## src/rtl/capture_pkg.sv

```systemverilog
// Shared types and default control-register bit positions for the packet capture sequencer.
package capture_pkg;

   typedef enum logic [1:0] {
      IDLE  = 2'd0,
      READ  = 2'd1,
      WRITE = 2'd2,
      DONE  = 2'd3
   } capt_state_t;

   localparam int unsigned START_BIT_DEF = 2;
   localparam int unsigned CLEAR_BIT_DEF = 3;

endpackage

```

## src/rtl/ring_ptr.sv

```systemverilog
// SDRAM ring-buffer write pointer: advances by one word per accepted write and wraps to the
// ring base, raising a sticky wrap flag; clear and reset reload it from the live base address.
module ring_ptr #(
   parameter int unsigned N = 32
) (
   input  logic         clk,
   input  logic         reset,
   input  logic [N-1:0] init_base,
   input  logic         clear,
   input  logic         advance,
   input  logic [N-1:0] ring_base,
   input  logic [N-1:0] ring_size,
   output logic [N-1:0] wr_ptr,
   output logic         wrap
);

   logic [N-1:0] wr_ptr_q, wr_ptr_d;
   logic [N-1:0] ring_end, next_ptr;
   logic         wrap_q, wrap_d;

   always_comb begin
      ring_end = ring_base + (ring_size & {{(N-2){1'b1}}, 2'b00});
      next_ptr = wr_ptr_q + N'(4);
      wr_ptr_d = wr_ptr_q;
      wrap_d   = wrap_q;
      if (clear) begin
         wr_ptr_d = init_base;
         wrap_d   = 1'b0;
      end else if (advance) begin
         if (next_ptr == ring_end) begin
            wr_ptr_d = ring_base;
            wrap_d   = 1'b1;
         end else begin
            wr_ptr_d = next_ptr;
         end
      end
   end

   always_ff @(posedge clk) begin
      if (!reset) begin
         wr_ptr_q <= init_base;
         wrap_q   <= 1'b0;
      end else begin
         wr_ptr_q <= wr_ptr_d;
         wrap_q   <= wrap_d;
      end
   end

   assign wr_ptr = wr_ptr_q;
   assign wrap   = wrap_q;

endmodule

```

## src/rtl/capture_dma_ctrl.sv

```systemverilog
// Capture DMA sequencer: copies packet RAM words pkt_begin..pkt_end into an SDRAM ring buffer
// through an Avalon-MM master, one capture per rising edge of the start control bit.
module capture_dma_ctrl
   import capture_pkg::*;
#(
   parameter int unsigned N         = 32,
   parameter int unsigned START_BIT = START_BIT_DEF,
   parameter int unsigned CLEAR_BIT = CLEAR_BIT_DEF
) (
   input  logic         clk,
   input  logic         reset,
   input  logic [N-1:0] control,
   input  logic [N-1:0] pkt_begin,
   input  logic [N-1:0] pkt_end,
   input  logic [N-1:0] capt_buf_start,
   input  logic [N-1:0] capt_buf_size,
   output logic [N-1:0] src_address,
   output logic         src_read,
   input  logic [N-1:0] src_readdata,
   output logic [N-1:0] avm_address,
   output logic         avm_write,
   output logic [N-1:0] avm_writedata,
   input  logic         avm_waitrequest,
   output logic [1:0]   state,
   output logic         busy,
   output logic         done,
   output logic         capt_buf_wrap,
   output logic [N-1:0] processing_cc,
   output logic [N-1:0] last_write_addr
);

   capt_state_t  state_q, state_d;
   logic         rd_phase_q, rd_phase_d;
   logic         start_prev_q;
   logic [N-1:0] rd_ptr_q, rd_ptr_d, end_q, end_d;
   logic [N-1:0] base_q, base_d, size_q, size_d;
   logic [N-1:0] wdata_q, wdata_d, cc_q, cc_d, lwa_q, lwa_d;
   logic [N-1:0] wr_ptr;
   logic         start, idle_or_done, accept, degenerate, wr_accept, ring_clear;
   logic         unused_control;

   assign unused_control = ^control;

   always_comb begin
      start        = control[START_BIT] & ~start_prev_q;
      idle_or_done = (state_q == IDLE) || (state_q == DONE);
      accept       = start & idle_or_done;
      ring_clear   = control[CLEAR_BIT] & idle_or_done;
      degenerate   = (pkt_end < pkt_begin) || (capt_buf_size[N-1:2] == '0);
      wr_accept    = (state_q == WRITE) & ~avm_waitrequest;
   end

   always_comb begin
      state_d    = state_q;
      rd_phase_d = rd_phase_q;
      rd_ptr_d   = rd_ptr_q;
      end_d      = end_q;
      base_d     = base_q;
      size_d     = size_q;
      wdata_d    = wdata_q;
      cc_d       = cc_q;
      lwa_d      = lwa_q;
      unique case (state_q)
         IDLE, DONE: begin
            if (accept) begin
               rd_ptr_d   = pkt_begin;
               end_d      = pkt_end;
               base_d     = capt_buf_start;
               size_d     = capt_buf_size;
               cc_d       = '0;
               rd_phase_d = 1'b0;
               state_d    = degenerate ? DONE : READ;
            end
         end
         READ: begin
            // Phase 0 issues the read; phase 1 catches the data one cycle later.
            if (!rd_phase_q) begin
               rd_phase_d = 1'b1;
            end else begin
               rd_phase_d = 1'b0;
               wdata_d    = src_readdata;
               state_d    = WRITE;
            end
         end
         WRITE: begin
            if (wr_accept) begin
               lwa_d = wr_ptr;
               if (rd_ptr_q == end_q) begin
                  state_d = DONE;
               end else begin
                  rd_ptr_d = rd_ptr_q + N'(1);
                  state_d  = READ;
               end
            end
         end
      endcase
      if (busy && (cc_q != '1)) begin
         cc_d = cc_q + N'(1);
      end
   end

   ring_ptr #(
      .N (N)
   ) u_ring_ptr (
      .clk       (clk),
      .reset     (reset),
      .init_base (capt_buf_start),
      .clear     (ring_clear),
      .advance   (wr_accept),
      .ring_base (base_q),
      .ring_size (size_q),
      .wr_ptr    (wr_ptr),
      .wrap      (capt_buf_wrap)
   );

   always_ff @(posedge clk) begin
      if (!reset) begin
         state_q      <= IDLE;
         rd_phase_q   <= 1'b0;
         start_prev_q <= 1'b0;
         rd_ptr_q     <= '0;
         end_q        <= '0;
         base_q       <= '0;
         size_q       <= '0;
         wdata_q      <= '0;
         cc_q         <= '0;
         lwa_q        <= '0;
      end else begin
         state_q      <= state_d;
         rd_phase_q   <= rd_phase_d;
         start_prev_q <= control[START_BIT];
         rd_ptr_q     <= rd_ptr_d;
         end_q        <= end_d;
         base_q       <= base_d;
         size_q       <= size_d;
         wdata_q      <= wdata_d;
         cc_q         <= cc_d;
         lwa_q        <= lwa_d;
      end
   end

   // Bus outputs are gated to zero outside their phase so idle and reset look clean.
   always_comb begin
      state           = state_q;
      busy            = (state_q == READ) || (state_q == WRITE);
      done            = (state_q == DONE);
      src_read        = (state_q == READ) && !rd_phase_q;
      src_address     = src_read ? rd_ptr_q : '0;
      avm_write       = (state_q == WRITE);
      avm_address     = avm_write ? wr_ptr : '0;
      avm_writedata   = avm_write ? wdata_q : '0;
      processing_cc   = cc_q;
      last_write_addr = lwa_q;
   end

endmodule

```

## config.mk

```make
export PLATFORM = sky130hd
export DESIGN_NAME = capture_dma_ctrl
export DESIGN_NICKNAME = d
export VERILOG_FILES = /design/src/rtl/capture_pkg.sv /design/src/rtl/ring_ptr.sv /design/src/rtl/capture_dma_ctrl.sv
export SDC_FILE = /design/constraint.sdc
export NUM_CORES = 1
export LEC_CHECK = 0
export BUFFER_PORTS_ARGS = -buffer_cell sky130_fd_sc_hd__buf_2
export CAP_MARGIN = 25
export CORE_AREA = 5 5 212 214
export DETAILED_ROUTE_END_ITERATION = 8
export DIE_AREA = 0 0 217 219
export SYNTH_ARGS = -nofsm -noshare
export SYNTH_HDL_FRONTEND = slang
export SYNTH_HIERARCHICAL = 1
export SYNTH_SLANG_ARGS = --single-unit
```

## constraint.sdc

```tcl
create_clock -name clk -period 9.2 [get_ports clk]
set_input_delay 1.84 -clock clk [delete_from_list [all_inputs] [get_ports clk]]
set_output_delay 1.84 -clock clk [all_outputs]
set_load 0.02 [all_outputs]
```

==> results.sh, run 1 <==
export IMPL_final_cells=2954
export IMPL_finalCritPeriodShare_pct=51.29
export IMPL_coreArea_sq_mm=0.04270
export IMPL_ir_drop_mv=0.1830
export IMPL_final_area_sq_mm=0.01934
export IMPL_ctsHtreeMaxLevel=1
export IMPL_cts_sinks=259
export IMPL_worst_r2r_setup_slack_ns=4.65
export IMPL_gp_congestion=0.9078
export IMPL_fp_dieH_microns=219
export IMPL_fmax_mhz=211.9
export IMPL_gr_usage_all_layers_pct=23.67
export IMPL_drc=0
export IMPL_placed_cells=2894
export IMPL_power_switching_uw=2390
export IMPL_power_per_cell_area_mw_per_mm2=273.1
export IMPL_status="finished clean"
export IMPL_synth_fp_nets=2413
export IMPL_cts_hold_buf=0
export IMPL_fin_total_pwr_uw=5283
export IMPL_finalSetupViolations=0
export IMPL_pin_count=362
export IMPL_drv_cap=0
export IMPL_cp_endpoint="avm_writedata[31]"
export IMPL_min_period_ns=4.718
export IMPL_clkSlewWorstSetupHoldPaths_ns=0.06
export IMPL_avgRoutedWirePerCell_microns=20.08
export IMPL_crit_path_top_delay_cell="ha_4"
export IMPL_crit_start="state[1]$_SDFFE_PN0P_"
export IMPL_startpoint_type="flip-flop"
export IMPL_synth_warning_count=6
export IMPL_p_clk_share_pct=22.3
export IMPL_grt_pass1_vias=16000
export IMPL_clkLatencyLatePin_ns=0.58
export IMPL_cts_tree="yes"
export IMPL_cts_root_buffer="clkbuf_16"
export IMPL_nNetsFinal=2644
export IMPL_fillers=4321
export IMPL_wl_mm=59.31
export IMPL_drive_gt1_share_pct=18.64
export IMPL_crit_chain="ha_4 -> buf_4 -> and2_1 -> buf_2"
export IMPL_cp_end_kind="primary output"
export IMPL_grt_max_degree=75
export IMPL_combPwrFrac_pct=45.3
export IMPL_cts_setup_buffers=0
export IMPL_crit_required_ns=7.36
export IMPL_netlist_instances=2150
export IMPL_finClkSkew_ns=0.02178
export IMPL_syn_area_sq_mm=0.01641
export IMPL_hold_viol_final=0
export IMPL_cp_max_fo=68
export IMPL_start_util_pct=38.45
export IMPL_first_iter_violations=1311
export IMPL_drtAntennaViolNets=0
export IMPL_die_area_sq_mm=0.04752
export IMPL_internal_power_uw=2892
export IMPL_r2r_end="u_ring_ptr/wr_ptr[6]$_DFFE_PP_"
export IMPL_cts_resized=0
export IMPL_worstPathArrival_ns=2.88
export IMPL_area_delta_synth_final_pct=17.83
export IMPL_p_leak_uw=0.007808
export IMPL_die_w_microns=217
export IMPL_grt_overflow=0
export IMPL_syn_area_per_cell_sq_um=7.635
export IMPL_r2r_start="u_ring_ptr/wr_ptr[9]$_DFFE_PP_"
export IMPL_reg2regPathDepth=10
export IMPL_cts_made_buffers=31
export IMPL_vias=16760
export IMPL_tns_ns=0
export IMPL_worstMarginPinSlew_ns=1.039
export IMPL_viasPerCell=5.672
export IMPL_antenna_found_initial=12
export IMPL_switching_share_pct=45.25
export IMPL_hold_path_class="flip-flop to flip-flop"
export IMPL_dpl_cell_area_sq_mm=0.01837
export IMPL_p_seq_share_pct=32.4
export IMPL_slew_headroom_pct=30.49
export IMPL_grt_setup_unrepaired="false"
export IMPL_slew_violations=0
export IMPL_clock_path_buffers=3
export IMPL_rows=76
export IMPL_setup_worst_path_class="flip-flop to primary output"
export IMPL_slowest_delay_ns=0.69
export IMPL_dp_hpwl_mm=42.39
export IMPL_firstDrtPassIters=5
export IMPL_grt_pass1_wl_mm=91.34
export IMPL_port_buffers=329
power groups by stage:
stage	Clock (uW)	Sequential (uW)	Combinational [uW]
after global routing	1260	1740	2610
after floorplan	0	1610	1710
final	1180	1710	2390
after global placement	0	1720	2310
after detailed placement	0	1730	2360
after CTS	1210	1700	2370
final cells by class:
class	count	area, sq um	share of cell area [%]
antenna	4	10.01	0.05175
clock buffer	40	849.6	4.393
clock inverter	16	113.9	0.5887
inverter	69	264.0	1.365
multi-input combinational	1668	10060	51.99
sequential	259	5505	28.46
tap	546	683.2	3.532
timing repair buffer	352	1859	9.613
flip-flops by register name, indices dropped and copies added, names as in the netlist:
signal	cells
wdata_q	32
size_q	30
rd_phase_q	1
u_ring_ptr/wrap	1
start_prev_q	1
u_ring_ptr/wr_ptr	32
state	2
base_q	32
rd_ptr_q	32
end_q	32
processing_cc	32
last_write_addr	32
stage by stage:
step	util [%]	setup slack, ns	hold WS, ns
5_1_grt	45.29	4.315	0.4665
3_3_place_gp	42.89	4.848	0.4377
2_1_floorplan	-	5.168	0.4317
4_1_cts	45.28	4.454	0.4512
6_report	45.30	4.482	0.4478
3_5_place_dp	43.02	4.729	0.4439
cell usage in the layout (no fill, tap or decap), types with 15 or more instances in the layout:
cell       count
nand4_1       46
nand3_1       45
buf_2        329
a211oi_1      18
o41ai_1       29
or3_1         16
nand2b_1      42
clkbuf_16     31
xor2_1        36
and2_1       110
dfxtp_1      227
o21ai_1       24
nand2_1      453
xnor2_1       87
and3_1        15
nor3_1        39
nor2_1        64
edfxtp_1      32
ha_1          66
a21oi_1      239
nor4_1        20
a41oi_1       35
inv_1         67
buf_4         21
a21o_1        16
o21ai_0       80
worst max-delay path, delay by kind of cell, from the launching register on:
| kind | cells | cell delay [ns] |
|---|---|---|
| adders and majority gates | 1 | 0.69 |
| buffers and inverters | 2 | 0.83 |
| DFF | 1 | 0.54 |
| and+or+nand+nor | 1 | 0.22 |
how the worst min path moves through the flow:
stage	from	endpoint	depth (start not counted)
after detailed placement	wdata_q[22]$_SDFFE_PN0P_	wdata_q[22]$_SDFFE_PN0P_	2
after CTS	wdata_q[10]$_SDFFE_PN0P_	wdata_q[10]$_SDFFE_PN0P_	2
after global routing	last_write_addr[21]$_SDFFE_PN0P_	last_write_addr[21]$_SDFFE_PN0P_	2
final	wdata_q[22]$_SDFFE_PN0P_	wdata_q[22]$_SDFFE_PN0P_	2
after global placement	wdata_q[22]$_SDFFE_PN0P_	wdata_q[22]$_SDFFE_PN0P_	2
after floorplan	wdata_q[0]$_SDFFE_PN0P_	wdata_q[0]$_SDFFE_PN0P_	2
layer usage:
| metal | vias to the layer above | share of wire (%) | track usage [%] |
|---|---|---|---|
| li1 | 8090 | - | - |
| met1 | 7901 | 43 | 31.52 |
| met2 | 634 | 45 | 38.04 |
| met3 | 115 | 8.7 | 6.194 |
| met4 | 16 | 3.1 | 6.867 |
| met5 | - | 0.15 | 0 |
Power figures use the tool's default switching activity.
==> run 2, diff against run 1 <==
Clock period 9.2 ns to 3.8 ns, I/O delays scaled along.
==> run 2 against run 1 <==
Against the previous run:
- the flow now finishes with violations (negative setup slack)
- sequential power grew 140%
- clock power grew to 2.6 times the previous value
- sequential share of layout area shrank 2.2 points
- critical path depth grew 9
- clock-buffer cell count shrank 1
- via count grew 3.4%
- hold slack lost 0.042 ns
- critical path type is now flip-flop to flip-flop
- largest cell class unchanged
==> results.sh, run 2 (synthesis gave the netlist of run 1 again) <==
export IMPL_status="finished with violations"
export IMPL_violations="negative setup slack"
export IMPL_seq_area_sq_mm=0.005513
export IMPL_worstPathArrival_ns=4.18
export IMPL_cts_made_buffers=31
export IMPL_grt_pass1_vias=16770
export IMPL_dpl_cell_area_sq_mm=0.01912
export IMPL_clock_path_buffers=3
export IMPL_hold_path_class="input pin to flip-flop"
export IMPL_start_util_pct=38.45
export IMPL_crit_required_ns=4.12
export IMPL_cp_end_kind="flip-flop"
export IMPL_cp_max_fo=5
export IMPL_finalCritPeriodShare_pct=101.6
export IMPL_cp_endpoint="u_ring_ptr/wr_ptr[30]$_DFFE_PP_"
export IMPL_drv_cap=0
export IMPL_reg2regPathDepth=13
export IMPL_port_buffers=329
export IMPL_die_area_sq_mm=0.04752
export IMPL_finClkSkew_ns=0.01102
export IMPL_ir_drop_mv=0.4235
export IMPL_ctsHtreeMaxLevel=1
export IMPL_nNetsFinal=2751
export IMPL_gr_usage_all_layers_pct=24.32
export IMPL_firstDrtPassIters=7
export IMPL_power_per_cell_area_mw_per_mm2=659.0
export IMPL_hold_viol_final=0
export IMPL_pin_count=362
export IMPL_avgRoutedWirePerCell_microns=20.01
export IMPL_p_leak_uw=0.008661
export IMPL_vias=17330
export IMPL_coreArea_sq_mm=0.04270
export IMPL_dp_hpwl_mm=44.58
export IMPL_cts_root_buffer="clkbuf_16"
export IMPL_finalSetupViolations=26
export IMPL_rows=76
export IMPL_drive_gt1_share_pct=25.17
export IMPL_most_common_layout_cells="nand2_1 (452), buf_2 (330), a21oi_1 (234)"
export IMPL_multiInputGateArea_sq_mm=0.01061
export IMPL_clkSlewWorstSetupHoldPaths_ns=0.06
export IMPL_setup_ws_ns=-0.06027
export IMPL_setup_worst_path_class="flip-flop to flip-flop"
export IMPL_viasPerCell=5.663
export IMPL_dp_slack_ns=-0.2312
export IMPL_drc=0
export IMPL_min_period_ns=3.860
export IMPL_worstMarginPinSlew_ns=1.013
export IMPL_cts_sinks=259
export IMPL_worst_r2r_setup_slack_ns=-0.06
export IMPL_r2r_start="size_q[2]$_SDFFE_PN0P_"
export IMPL_slew_violations=0
export IMPL_layout_commonest_cell="nand2_1"
export IMPL_grt_max_degree=96
export IMPL_holdCritStartpoint="control[2]"
export IMPL_fp_dieH_microns=219
export IMPL_final_area_sq_mm=0.02103
export IMPL_die_w_microns=217
export IMPL_grt_overflow=0
export IMPL_fillers=4155
export IMPL_antenna_found_initial=10
export IMPL_area_delta_synth_final_pct=28.09
export IMPL_first_iter_violations=1357
export IMPL_grt_pass1_wl_mm=93.50
export IMPL_startpoint_type="flip-flop"
export IMPL_gp_congestion=0.9199
export IMPL_cts_tree="yes"
export IMPL_r2r_end="u_ring_ptr/wr_ptr[30]$_DFFE_PP_"
export IMPL_drtAntennaViolNets=0
export IMPL_wl_mm=61.24
export IMPL_crit_start="size_q[2]$_SDFFE_PN0P_"
export IMPL_fmax_mhz=259.0
export IMPL_clkLatencyLatePin_ns=0.58
export IMPL_slew_headroom_pct=31.86
export IMPL_cts_hold_buf=0
export IMPL_grt_setup_unrepaired="true"
## run 2: changes by cell type in the layout (fill, tap and decap cells not counted), sizes merged
cell      delta
buf        +105
clkinvlp     -1
bufbuf       +1
bufinv       +3
clkinv       -1
## run 2: layer usage
layer / vias up / routed length, microns / global-route usage [%]
li1: 8279 / - / -
met1: 8270 / 26810 / 32.68
met2: 647 / 27480 / 39.61
met3: 125 / 4987 / 5.228
met4: 12 / 1871 / 7.036
met5: - / 89 / 0
## run 2: power by group
group	switching, uW	internal [uW]
Sequential	687	3370
Combinational	4190	2530
Clock	1240	1840
Total	6110	7740
## run 2: how the worst min path moves through the flow
stage                          endpoint  slack, ns  cells after the start
2_1_floorplan   wdata_q[0]$_SDFFE_PN0P_       0.43                      2
3_3_place_gp    wdata_q[7]$_SDFFE_PN0P_       0.44                      2
3_5_place_dp   wdata_q[21]$_SDFFE_PN0P_       0.44                      2
4_1_cts         start_prev_q$_SDFF_PN0_       0.37                      2
5_1_grt         start_prev_q$_SDFF_PN0_       0.39                      2
6_report        start_prev_q$_SDFF_PN0_       0.41                      2
## run 2: repair_timing
item	4_1_cts	5_1_grt
pin swaps	13	26
setup endpoints to repair	34	34
gates cloned	2	2
setup buffers	5	13
resized for setup	46	56
## run 2: worst max-delay path: stages (launching register included)
cell     delay (ns)
dfxtp_2        0.35
ha_4           0.15
inv_2          0.04
fa_2           0.53
xor2_1         0.20
nand4_1        0.19
nor2_1         0.25
nand4_1        0.14
or4_4          0.52
or4_4          0.55
buf_12         0.17
buf_12         0.14
o41ai_1        0.30
o21ai_1        0.09
## run 2: cell type report
type                            count  share of cell area, %
Antenna cell                        4                0.04761
Clock buffer                       39                  4.023
Clock inverter                     17                 0.9641
Inverter                           69                  1.256
Multi-Input combinational cell   1668                  50.45
Sequential cell                   259                  26.22
Tap cell                          546                  3.249
Timing Repair Buffer              459                  13.79
## run 2: stage by stage
step | hold WS, ns | setup TNS [ns] | std cells | total power [uW] | util (%)
2_1_floorplan | 0.4317 | 0 | 2150 | 8033 | -
5_1_grt | 0.3905 | -1.049 | 3060 | 14670 | 49.24
4_1_cts | 0.3694 | 0 | 3041 | 13600 | 48.16
3_5_place_dp | 0.4418 | -6.104 | 2978 | 10310 | 44.79
3_3_place_gp | 0.4379 | -3.043 | 2976 | 10200 | 44.66
6_report | 0.4062 | -0.7906 | 3061 | 13850 | 49.24
==> run 3, diff against run 2 <==
Settings changed: CORE_AREA 5 5 212 214 to 10 10 217 219, DIE_AREA 0 0 217 219 to 0 0 227 229.
==> run 3 against run 2 <==
Against the previous run:
- the run still ends with negative setup slack left
- final cell count decreased by 0.36%
- maximum frequency increased by 0.24%
- die area is 9.4% higher
- critical path type unchanged
- highest routed layer unchanged
==> results.sh, run 3 (synthesis gave the netlist of run 1 again) <==
export IMPL_finalCritPeriodShare_pct=101.3
export IMPL_hold_depth=3
export IMPL_min_period_ns=3.851
export IMPL_cts_made_buffers=31
export IMPL_finClkSkew_ns=0.02290
export IMPL_rows=76
export IMPL_drc=0
export IMPL_fmax_mhz=259.7
export IMPL_dpl_cell_area_sq_mm=0.01910
export IMPL_first_iter_violations=1435
export IMPL_holdCritStartpoint="src_readdata[1]"
export IMPL_die_area_sq_mm=0.05198
export IMPL_avgRoutedWirePerCell_microns=20.47
export IMPL_violations="negative setup slack"
export IMPL_nNetsFinal=2740
export IMPL_power_per_cell_area_mw_per_mm2=660.9
export IMPL_final_area_sq_mm=0.02094
export IMPL_hold_viol_final=0
export IMPL_final_core_util_pct=49.04
export IMPL_viasPerCell=5.630
export IMPL_worst_r2r_setup_slack_ns=-0.05
export IMPL_reg2regPathDepth=15
export IMPL_startpoint_type="flip-flop"
export IMPL_die_w_microns=227
export IMPL_r2r_start="size_q[2]$_SDFFE_PN0P_"
export IMPL_setup_worst_path_class="flip-flop to flip-flop"
export IMPL_gp_congestion=0.9358
export IMPL_crit_required_ns=4.11
export IMPL_drv_cap=0
export IMPL_gr_usage_all_layers_pct=22.78
export IMPL_cp_max_fo=6
export IMPL_finalSetupViolations=18
export IMPL_slew_violations=0
export IMPL_p_leak_uw=0.008731
export IMPL_grt_setup_unrepaired="true"
export IMPL_cts_root_buffer="clkbuf_16"
export IMPL_ctsHtreeMaxLevel=1
export IMPL_grt_overflow=0
export IMPL_vias=17170
export IMPL_coreArea_sq_mm=0.04270
export IMPL_grt_pass1_vias=16670
export IMPL_drtAntennaViolNets=0
export IMPL_worstMarginPinSlew_ns=1.049
export IMPL_port_buffers=329
export IMPL_cts_tree="yes"
export IMPL_firstDrtPassIters=7
export IMPL_grt_max_degree=90
export IMPL_ir_drop_mv=0.3846
export IMPL_pin_count=362
export IMPL_layout_commonest_cell="nand2_1"
export IMPL_hold_path_class="input pin to flip-flop"
export IMPL_clkLatencyLatePin_ns=0.59
export IMPL_area_delta_synth_final_pct=27.55
export IMPL_clkSlewWorstSetupHoldPaths_ns=0.06
export IMPL_final_cells=3050
export IMPL_r2r_end="u_ring_ptr/wr_ptr[25]$_DFFE_PP_"
export IMPL_status="finished with violations"
export IMPL_most_common_layout_cells="nand2_1 (453), buf_2 (329), a21oi_1 (235)"
export IMPL_slew_headroom_pct=30.07
export IMPL_fp_dieH_microns=229
export IMPL_dp_hpwl_mm=45.76
export IMPL_cts_sinks=259
export IMPL_worstPathArrival_ns=4.17
export IMPL_grt_pass1_wl_mm=95.13
export IMPL_wl_mm=62.44
export IMPL_antenna_found_initial=7
export IMPL_clock_path_buffers=3
export IMPL_drive_gt1_share_pct=23.79
export IMPL_start_util_pct=38.45
export IMPL_cp_end_kind="flip-flop"
export IMPL_cts_hold_buf=0
export IMPL_min_to="wdata_q[1]$_SDFFE_PN0P_"
export IMPL_placed_cells=2977
export IMPL_setup_ws_ns=-0.05093
[run 3: layout make-up]
cell class	instances	area, sq um
tap	546	683.2
inverter	69	264.0
clock inverter	14	127.6
clock buffer	43	880.8
fill	4175	21760
multi-input combinational	1668	10690
antenna	3	7.507
timing repair buffer	448	2776
sequential	259	5508
[run 3: where the power goes]
part	total [uW]	switching [uW]	internal [uW]	leakage (uW)
Combinational	6810	4280	2520	0.00605
Sequential	4040	671	3370	0.00218
Clock	2990	1250	1740	0.000500
[run 3: critical path: stages (launching register included)]
cell and delay [ns]:
dfxtp_2 0.35, ha_4 0.14, inv_2 0.03, fa_2 0.37
nand2b_4 0.18, buf_6 0.12, nand2b_4 0.05, a21oi_2 0.05
xnor2_1 0.14, xnor2_1 0.25, nand4_1 0.14, or4_4 0.51
or4_4 0.68, clkbuf_16 0.23, o41ai_4 0.20, o21ai_1 0.12
[run 3: repair_timing]
item                                    CTS  global route
cloned                                    1             3
pin swaps                                 6            76
endpoints found under the setup margin   34            34
hold endpoints to repair                  0             0
resized for setup                        30            61
buffers inserted                          2             7
[run 3: worst max-delay path by stage]
stage | start | end | cells past startpoint
6_report | size_q[2]$_SDFFE_PN0P_ | u_ring_ptr/wr_ptr[25]$_DFFE_PP_ | 15
4_1_cts | size_q[2]$_SDFFE_PN0P_ | u_ring_ptr/wr_ptr[13]$_DFFE_PP_ | 14
3_5_place_dp | size_q[2]$_SDFFE_PN0P_ | u_ring_ptr/wr_ptr[15]$_DFFE_PP_ | 14
5_1_grt | size_q[2]$_SDFFE_PN0P_ | u_ring_ptr/wr_ptr[6]$_DFFE_PP_ | 15
2_1_floorplan | base_q[2]$_SDFFE_PN0P_ | u_ring_ptr/wr_ptr[0]$_DFFE_PP_ | 14
3_3_place_gp | base_q[2]$_SDFFE_PN0P_ | u_ring_ptr/wr_ptr[14]$_DFFE_PP_ | 14
[run 3: stage by stage]
stage	setup WS [ns]	setup TNS (ns)	total power, uW	hold WS [ns]
after floorplan	0.09650	0	8033	0.4317
after global placement	-0.1384	-3.531	10220	0.4376
after detailed placement	-0.2463	-6.257	10360	0.4418
after CTS	-0.0004952	-0.0007740	13500	0.3881
after global routing	-0.08906	-1.661	14650	0.4018
final	-0.05093	-0.3184	13840	0.4084
[run 3: routing by layer]
layer  share of wire (%)  track usage (%)  up-vias
met5               0.086                0        -
met4                 1.8            5.541        8
met3                 8.6            4.703       87
met2                  46            36.74      662
met1                  43            30.43     8131
li1                    -                -     8285
